==> config.mk <==
export PLATFORM = sky130hd
export DESIGN_NAME = attention_sv
export DESIGN_NICKNAME = d
export VERILOG_FILES = /design/src/rtl/attention_pkg.sv /design/src/rtl/attention_mac.sv /design/src/rtl/attention_sv.sv
export SDC_FILE = /design/constraint.sdc
export NUM_CORES = 2
export LEC_CHECK = 0
export CELL_PAD_IN_SITES_DETAIL_PLACEMENT = 1
export CELL_PAD_IN_SITES_GLOBAL_PLACEMENT = 2
export CORE_MARGIN = 2
export CORE_UTILIZATION = 35
export CTS_CLUSTER_DIAMETER = 80
export DETAILED_ROUTE_END_ITERATION = 7
export HOLD_SLACK_MARGIN = 0.08
export PLACE_DENSITY = 0.91
export SETUP_SLACK_MARGIN = 0.4
export SLEW_MARGIN = 30
export SYNTH_ARGS = -nofsm -noshare
export SYNTH_HDL_FRONTEND = slang
export SYNTH_SLANG_ARGS = --single-unit
==> constraint.sdc <==
create_clock -name clk -period 20.4 [get_ports clk]
set_clock_uncertainty 0.05 [all_clocks]
set_input_delay 4.08 -clock clk [delete_from_list [all_inputs] [get_ports clk]]
set_output_delay 4.08 -clock clk [all_outputs]
set_load 0.005 [all_outputs]
==> src/rtl/attention_pkg.sv <==
// Shared attention-layer types: Q8.8 element/product types, FSM states
// and the shift-and-saturate helper used by score and output stages.
package attention_pkg;

  localparam int DW    = 16;
  localparam int FRAC  = 8;
  localparam int ACC_W = 2*DW + 8;

  typedef logic signed [DW-1:0]    elem_t;
  typedef logic signed [2*DW-1:0]  prod_t;
  typedef logic signed [ACC_W-1:0] acc_t;

  typedef enum logic [1:0] {
    IDLE,
    COMPUTE,
    DONE
  } state_t;

  localparam elem_t E_MAX = {1'b0, {(DW-1){1'b1}}};
  localparam elem_t E_MIN = {1'b1, {(DW-1){1'b0}}};

  // Floor shift back to Q8.8, clamped to the element range.
  function automatic elem_t sat_shift(input acc_t acc);
    acc_t sh;
    sh = acc >>> FRAC;
    if (sh > acc_t'(E_MAX)) return E_MAX;
    if (sh < acc_t'(E_MIN)) return E_MIN;
    return elem_t'(sh);
  endfunction

endpackage

==> src/rtl/attention_mac.sv <==
// Two-stage MAC: registered product, then accumulate; the result of the
// last term of a dot product is presented with wr for one cycle.
module attention_mac
  import attention_pkg::*;
#(
  parameter int ACCW = 2*DW + 2
) (
  input  logic  clk,
  input  logic  rst,
  input  logic  en,
  input  logic  last,
  input  elem_t a,
  input  elem_t b,
  output logic  wr,
  output elem_t res
);

  prod_t                  p;
  logic                   v1;
  logic                   l1;
  logic signed [ACCW-1:0] acc;
  logic signed [ACCW-1:0] sum;

  assign sum = acc + ACCW'(p);
  assign wr  = v1 && l1;
  assign res = sat_shift(acc_t'(sum));

  always_ff @(posedge clk) begin
    if (rst) begin
      p   <= '0;
      v1  <= 1'b0;
      l1  <= 1'b0;
      acc <= '0;
    end else begin
      v1 <= en;
      l1 <= en && last;
      if (en) p <= prod_t'(a) * prod_t'(b);
      if (v1) acc <= l1 ? '0 : sum;
    end
  end

endmodule

==> src/rtl/attention_sv.sv <==
// Attention output stage: O = S * V in Q8.8 using one shared MAC,
// with valid/ready handshakes on both sides.
module attention_sv
  import attention_pkg::*;
#(
  parameter int N_TOK = 4,
  parameter int D     = 4
) (
  input  logic                    clk,
  input  logic                    reset_n,
  input  logic                    s_valid,
  output logic                    s_ready,
  input  logic [N_TOK*N_TOK*DW-1:0] S,
  input  logic [N_TOK*D*DW-1:0]   V,
  output logic                    o_valid,
  input  logic                    o_ready,
  output logic [N_TOK*D*DW-1:0]   O,
  output logic                    busy
);

  localparam int KW   = (N_TOK > 1) ? $clog2(N_TOK) : 1;
  localparam int JW   = (D > 1) ? $clog2(D) : 1;
  localparam int OW   = (N_TOK*D > 1) ? $clog2(N_TOK*D) : 1;
  localparam int ACCW = 2*DW + $clog2(N_TOK);

  state_t state, nxt;

  logic [N_TOK*N_TOK*DW-1:0] sb;
  logic [N_TOK*D*DW-1:0]     vb;
  logic [N_TOK*D*DW-1:0]     o_q;
  logic [KW-1:0]             i, k;
  logic [JW-1:0]             j;
  logic [OW-1:0]             wi;
  logic                      fin;
  logic                      iss;
  logic                      accept;
  logic                      last_k;
  logic                      mac_wr;
  elem_t                     a, b, mac_res;

  assign O      = o_q;
  assign accept = (state == IDLE) && s_valid && s_ready;
  assign iss    = (state == COMPUTE) && !fin;
  assign last_k = (k == KW'(N_TOK-1));

  always_comb begin
    a = sb[(int'(i)*N_TOK + int'(k))*DW +: DW];
    b = vb[(int'(k)*D + int'(j))*DW +: DW];
  end

  always_ff @(posedge clk) begin
    if (reset_n) state <= IDLE;
    else         state <= nxt;
  end

  always_comb begin
    nxt     = state;
    s_ready = 1'b0;
    o_valid = 1'b0;
    busy    = 1'b0;
    unique case (state)
      IDLE: begin
        s_ready = !reset_n;
        if (s_valid && !reset_n) nxt = COMPUTE;
      end
      COMPUTE: begin
        busy = 1'b1;
        if (mac_wr && fin) nxt = DONE;
      end
      DONE: begin
        busy    = 1'b1;
        o_valid = 1'b1;
        if (o_ready) nxt = IDLE;
      end
      default: nxt = IDLE;
    endcase
  end

  always_ff @(posedge clk) begin
    if (reset_n) begin
      sb  <= '0;
      vb  <= '0;
      o_q <= '0;
      i   <= '0;
      j   <= '0;
      k   <= '0;
      wi  <= '0;
      fin <= 1'b0;
    end else begin
      if (accept) begin
        sb  <= S;
        vb  <= V;
        i   <= '0;
        j   <= '0;
        k   <= '0;
        fin <= 1'b0;
      end
      if (iss) begin
        wi <= OW'(int'(i)*D + int'(j));
        if (!last_k) begin
          k <= k + 1'b1;
        end else begin
          k <= '0;
          if (j != JW'(D-1)) begin
            j <= j + 1'b1;
          end else begin
            j <= '0;
            if (i == KW'(N_TOK-1)) fin <= 1'b1;
            else                   i   <= i + 1'b1;
          end
        end
      end
      // wi still names the element whose last term just left the MAC
      if (mac_wr) o_q[int'(wi)*DW +: DW] <= mac_res;
    end
  end

  attention_mac #(.ACCW(ACCW)) u_mac (
    .clk  (clk),
    .rst  (reset_n),
    .en   (iss),
    .last (last_k),
    .a    (a),
    .b    (b),
    .wr   (mac_wr),
    .res  (mac_res)
  );

endmodule

# --- After elaboration in Yosys (flattened, before gate mapping) ---
# Cells that the tools add are included.
totals:
  register_bits: 849
  inputBits: 516
  output_inout_bits: 259
  word_cells: 82
op_classes:
  addsub: 8
  multipliers: 1
  n_lt_le_gt_ge: 2
  n_eq_ne: 8
  n_shift: 4
  mux: 33
  reduce_logical: 13
op_table:
  columns: ["op", "count"]
  rows:
  - ["variable part select 256 x 10 -> 16 bit", 2]
  - ["bitwise mux 256 bit", 1]
  - ["variable shift 16 x 33 -> 256 bit (first input constant)", 1]
  - ["variable part select 16 x 33 -> 256 bit", 1]
  - ["2-to-1 mux 16 bit", 4]
  - ["adder 34 x 32 -> 34 bit", 1]
  - ["2-to-1 mux 34 bit", 1]
  - ["negator 8 -> 33 bit", 1]
  - ["multiplier 16 x 16 -> 32 bit", 1]
  - ["2-to-1 mux 2 bit", 15]
  - ["greater-than comparator 26 x 16 -> 1 bit (second input constant)", 1]
  - ["less-than comparator 26 x 16 -> 1 bit (second input constant)", 1]
  - ["2-to-1 mux 1 bit", 11]
  - ["adder 4 x 2 -> 5 bit", 2]
  - ["logical AND 1 bit", 7]
  - ["adder 2 x 1 -> 2 bit (second input constant)", 3]
  - ["equality test 2 bit (second input constant)", 3]
  - ["one-hot mux 2 bit (3 select lines)", 1]
  - ["adder 4 x 2 -> 4 bit", 1]
  - ["!= test 2 x 1 -> 1 bit (second input constant)", 2]
  - ["!= test 2 bit (second input constant)", 2]
  - ["AND reduction 3 bit", 1]
  - ["equality test 2 x 1 -> 1 bit (second input constant)", 1]
  - ["zero test 1 bit", 2]
  - ["other kinds (3)", 3]

# --- Longest topological paths before layout ---
logic_depth:
  ltp_word: 8
  mapped_depth: 33
  mapped_depth_nobuf: 29

# --- Hierarchy ---
# From an unflattened synthesis, not the netlist that was laid out.
unflattened:
  cells_unflattened: 5213
  area_unflattened_um2: 48159.9
modules_own_cells:
  columns: ["mod", "n_inst", "cells_per_inst", "area_per_inst_um2", "seq_area_each_um2"]
  rows:
  - ["attention_sv", 1, 3544, 33572.2, 15635.0]
  - ["attention_mac", 1, 1669, 14587.7, 1361.3]

# --- Worst setup path after synthesis ---
# OpenSTA, ideal clock, no wires.
synth_timing:
  kind: "register -> register"
  from: "reg j[0]"
  to: "reg u_mac.p[24]"
  setup_time_ps: 70
  t_arrival_ps: 8573
  t_required_ps: 20280
  path_slack_ps: 11707
  stages_incl_launch_ff: 33
  period_less_slack_ps: 8693
  cell_sequence: "dfxtp_1 clkbuf_1 buf_1 buf_1 mux4_2 mux2_2 o21ai_1 clkbuf_1 nor2_1 fa_1 inv_1 fa_1 inv_1 fa_1 inv_1 fa_1 inv_1 fa_1 inv_1 fa_1 inv_1 ha_1 a21o_1 a21oi_1 o211ai_1 o21ba_2 o21ai_1 o31a_1 or4b_1 nand4_1 and3_1 o21ai_1 a21oi_1"
synth_between:
  elab_chain_cells: 3
synth_rtl:
  columns: ["item", "line", "rtl"]
  rows:
  - ["start, declared", "attention_sv.sv:32", "logic [JW-1:0] j;"]
  - ["start signal, assigned", "attention_sv.sv:105", "j <= j + 1'b1;"]
  - ["adder 4 x 2 -> 5 bit", "attention_sv.sv:48", "b = vb[(int'(k)*D + int'(j))*DW +: DW];"]
  - ["variable part select 256 x 10 -> 16 bit", "attention_sv.sv:48", null]
  - ["multiplier 16 x 16 -> 32 bit", "attention_mac.sv:37", "if (en) p <= prod_t'(a) * prod_t'(b);"]
  - ["end signal, assigned", "attention_mac.sv:37", null]
  - ["end, declared", "attention_mac.sv:18", "prod_t p;"]
# No other way between the ends.
# A chain may end at the register's enable or synchronous reset.

# --- Final worst setup path ---
layout_timing:
  from: "reg k[0]"
  to: "reg u_mac.p[24]"
layout_between:
  elab_chain_cells: 3
  word_cells_on_any_way: 5
  classes_between: "add/sub: 2; mul: 1; shift: 2"
layout_rtl:
  columns: ["item", "line", "rtl"]
  rows:
  - ["start, declared", "attention_sv.sv:31", "logic [KW-1:0] i, k;"]
  - ["start signal, assigned", "attention_sv.sv:101", "k <= k + 1'b1;"]
  - ["adder 4 x 2 -> 5 bit (on tied branches)", "attention_sv.sv:47, attention_sv.sv:48", null]
  - ["variable part select 256 x 10 -> 16 bit (on tied branches)", "attention_sv.sv:47, attention_sv.sv:48", null]
  - ["multiplier 16 x 16 -> 32 bit *", "attention_mac.sv:37", null]
# Every way passes the cells marked *; elsewhere a longest branch is shown, timed or not.

==> metrics.txt <==
Peak Freq=roughly 110 MHz; crit-path max FO=47; Main synth FF type=dfxtp_1; reg-to-reg endpoint=u_mac.p[24]; share of layout cells above drive strength 1=0.08570; # fillers=between 15000 and 20000; Finished Cell Area=0.05820 mm^2; most common cell after layout, fill and taps aside=nand2_1; mux contribution to synthesized area=0.07977; Hold Slack=~0.4 ns; CTS tree=done; first-pass GRT wire length=~260000 um; Netlist Area Pre-Place=~0.046 mm^2; Synth cell types=87; DIE AREA=approximately 0.13 mm^2; crit path capture type=flop; Peak supply drop=between 80 and 90 uV; Post-synth EDFFs=0; r2r worst-path depth=31; Crit path max-delay family=adder cells; setup bufs post-CTS=0; register share of total power=0.349; run status=complete, no violations; Area after DPL=between 0.05 and 0.06 mm^2; setup TNS=0 ns; Vias/cell=approximately 5.2; worst slew pin tran=approximately 1.1 ns; hold crit path type=reg -> reg; initial drt markers=roughly 2800; Worst Hold Launch=O[70]; IO buf count=~770; DRT Pass-1 Iters=5; RSZ-0062 raised after global routing=false; post-cts resize count=0; fraction of registers with async set/reset=0; Static Leak=roughly 0.022 uW; FF+latch area=around 0.017 mm^2; Clock Pin Slew Worst Setup and Hold Paths=~0.060 ns; clock network power share=0.335; Tcrit/Tclk final=0.4645; Seq/Total Area, Yosys=0.3719; Crit path arrival time=about 10 ns; synth warn=0; routed via count=about 40000; Placer Congestion=a little under 0.9; CTS Sinks=about 850; largest net degree at the start of global routing=249; Net Sw Power=about 1900 uW; Synth Area in XOR/XNOR=0.01051; Hold Path Sink=O[70]; pwr/cell area=92.75 mW/mm^2; WL per Instance=22.96 um; hold depth=2; FP Rows=~130; R2R Setup Slk=10.93 ns; Pins Over Slew Limit=0; largest family of logic cells by synthesized area=simple AND/OR/NAND/NOR gates; Ports=roughly 780; ANT nets after route=0; Global Route met3 Usage=0.05869; DRC Markers=0; Initial Util=0.3530; Slowest-stage cell, CP=buf_4; global route hottest layer=met2; footprint of the multi-input gates=between 0.02 and 0.03 mm^2; clock buffer depth=3; largest stage delay on the critical path=0.79 ns; worst path bufs/invs=9; Post-Synth Adder-Cell Area=0.1491; Synthesized Nets=~6000; vias in the first global route=between 40000 and 50000; post-synthesis register bit count=849; met2 global-route usage=0.4338; Synth Area in Simple Gates=0.1695; setup violators final=0; CTS Buf Count=96; initial antenna violation count=50; grt total ovfl=0; Total Routing Usage GR=0.2583; crit path time final=9.475 ns; Worst R2R Start=k[0]; Core Box Area=0.1295 mm^2; Synth Area per Inst=8.711 um^2; Comb pwr share=0.317; Worst EP required=roughly 21 ns; maxcap violations=0; Compound-Gate Fraction of Synth Area=0.1563; met1 Use GR=0.3161; switching fraction of total power=0.3602; DP HPWL=roughly 130000 um; drt total wl=approximately 180000 um; fin nets=around 6700; Synth-to-Final Area Change=27.34%; critical path launch point type=flop; most frequent cells in the layout=nand2_1, dfxtp_1, clkdlybuf4s50_1, o21ai_0, inv_1; clk_lat worst skew=around 0.7 ns; Final Hold Viols=0; H-tree depth=3; Slew HR=0.2885; CP Depth=31; height of the chip=between 300 and 400 um; Setup Crit Path Kind=reg -> reg; Mapped Cells=around 5200; CTS Hold Bufs=0; Die Wd=roughly 370 um; Power Internal=3454 uW; CTS root buf=clkbuf_16
power groups by stage:
stage | Combinational (uW) | Sequential, uW | Clock [uW]
final | 1710 | 1880 | 1810
after global routing | 1880 | 1890 | 1910
after CTS | 1710 | 1880 | 1840
after detailed placement | 1710 | 1920 | 0
after global placement | 1650 | 1910 | 0
after floorplan | 1130 | 1870 | 0
state kept, by name, summed over array words and instances (netlist names):
| register | cells |
|---|---|
| wi | 4 |
| i | 2 |
| state | 2 |
| k | 2 |
| fin | 1 |
| vb | 256 |
| u_mac.p | 32 |
| u_mac.v1 | 1 |
| O | 256 |
| j | 2 |
| u_mac.acc | 34 |
| sb | 256 |
| u_mac.l1 | 1 |
layer usage:
layer  share of wire  vias up  wire (um)
met5          0.0021        -        367
li1                -    18680          -
met1            0.41    19730      71640
met3           0.067      379      11780
met2            0.48     1127      84210
met4           0.046       54       8058
synthesized netlist by cell type (17+ instances only):
cell type	count	area [um^2]
fa_1	263	5265
a21oi_1	104	520.5
xnor2_1	40	350.3
mux4_2	135	3040
a21o_1	32	240.2
and3_1	17	106.4
nand3_1	32	160.2
buf_1	27	101.4
nor2b_1	35	219.0
o211ai_1	190	1426
buf_2	27	135.1
mux2_2	25	281.5
o21a_1	17	127.6
dfxtp_1	849	17000
o21ai_1	30	150.1
nor3_1	21	105.1
clkbuf_1	283	1062
nand2_1	1445	5424
nand2b_1	30	187.7
ha_1	124	1551
o21ai_0	567	2838
o31ai_2	19	237.7
nor2_1	257	964.7
inv_1	366	1374
mux2i_1	31	310.3
o31ai_1	20	150.1
a22oi_1	30	225.2
worst max-delay path by stage:
stage,startpoint,end,slack (ns)
floorplan,j[0],u_mac.p[24],11.71
global placement,k[0],u_mac.p[24],10.97
detailed placement,k[0],u_mac.p[24],10.88
CTS,k[0],u_mac.p[24],10.85
global route,k[0],u_mac.p[30],10.22
finish,k[0],u_mac.p[24],10.93
cell type report:
cell class                      count  share of cell area
Sequential cell                   849              0.2923
Inverter                          366             0.02373
Multi-Input combinational cell   3672              0.4465
Clock inverter                     36            0.008878
Tap cell                         1742             0.03745
Timing Repair Buffer              841              0.1423
Antenna cell                       22           0.0009459
Clock buffer                      140             0.04790
per-stage QoR:
stage          setup WS (ns)  total power [uW]  std cells    util
2_1_floorplan          11.71              3002       5247       -
6_report               10.93              5398       7668  0.4495
3_3_place_gp           10.97              3560       7470  0.4227
5_1_grt                10.22              5683       7658  0.4493
4_1_cts                10.85              5431       7646  0.4488
3_5_place_dp           10.88              3621       7470  0.4232
worst min-delay path, stage by stage (launching register included):
cell and delay [ns]:
dfxtp_1 0.32, nand2_1 0.05, o31ai_1 0.05
kinds of logic (layout without fill, tap and decap cells):
group           count (synthesis)  in the layout
simple gates                 1913           1913
compound gates               1126           1126
flops                         849            849
buf+inv                       726           1383
fa+ha+maj                     387            387
mux                           192            192
xor+xnor                       54             54
other cells                     0             22
(Power assumes the default switching activity.)
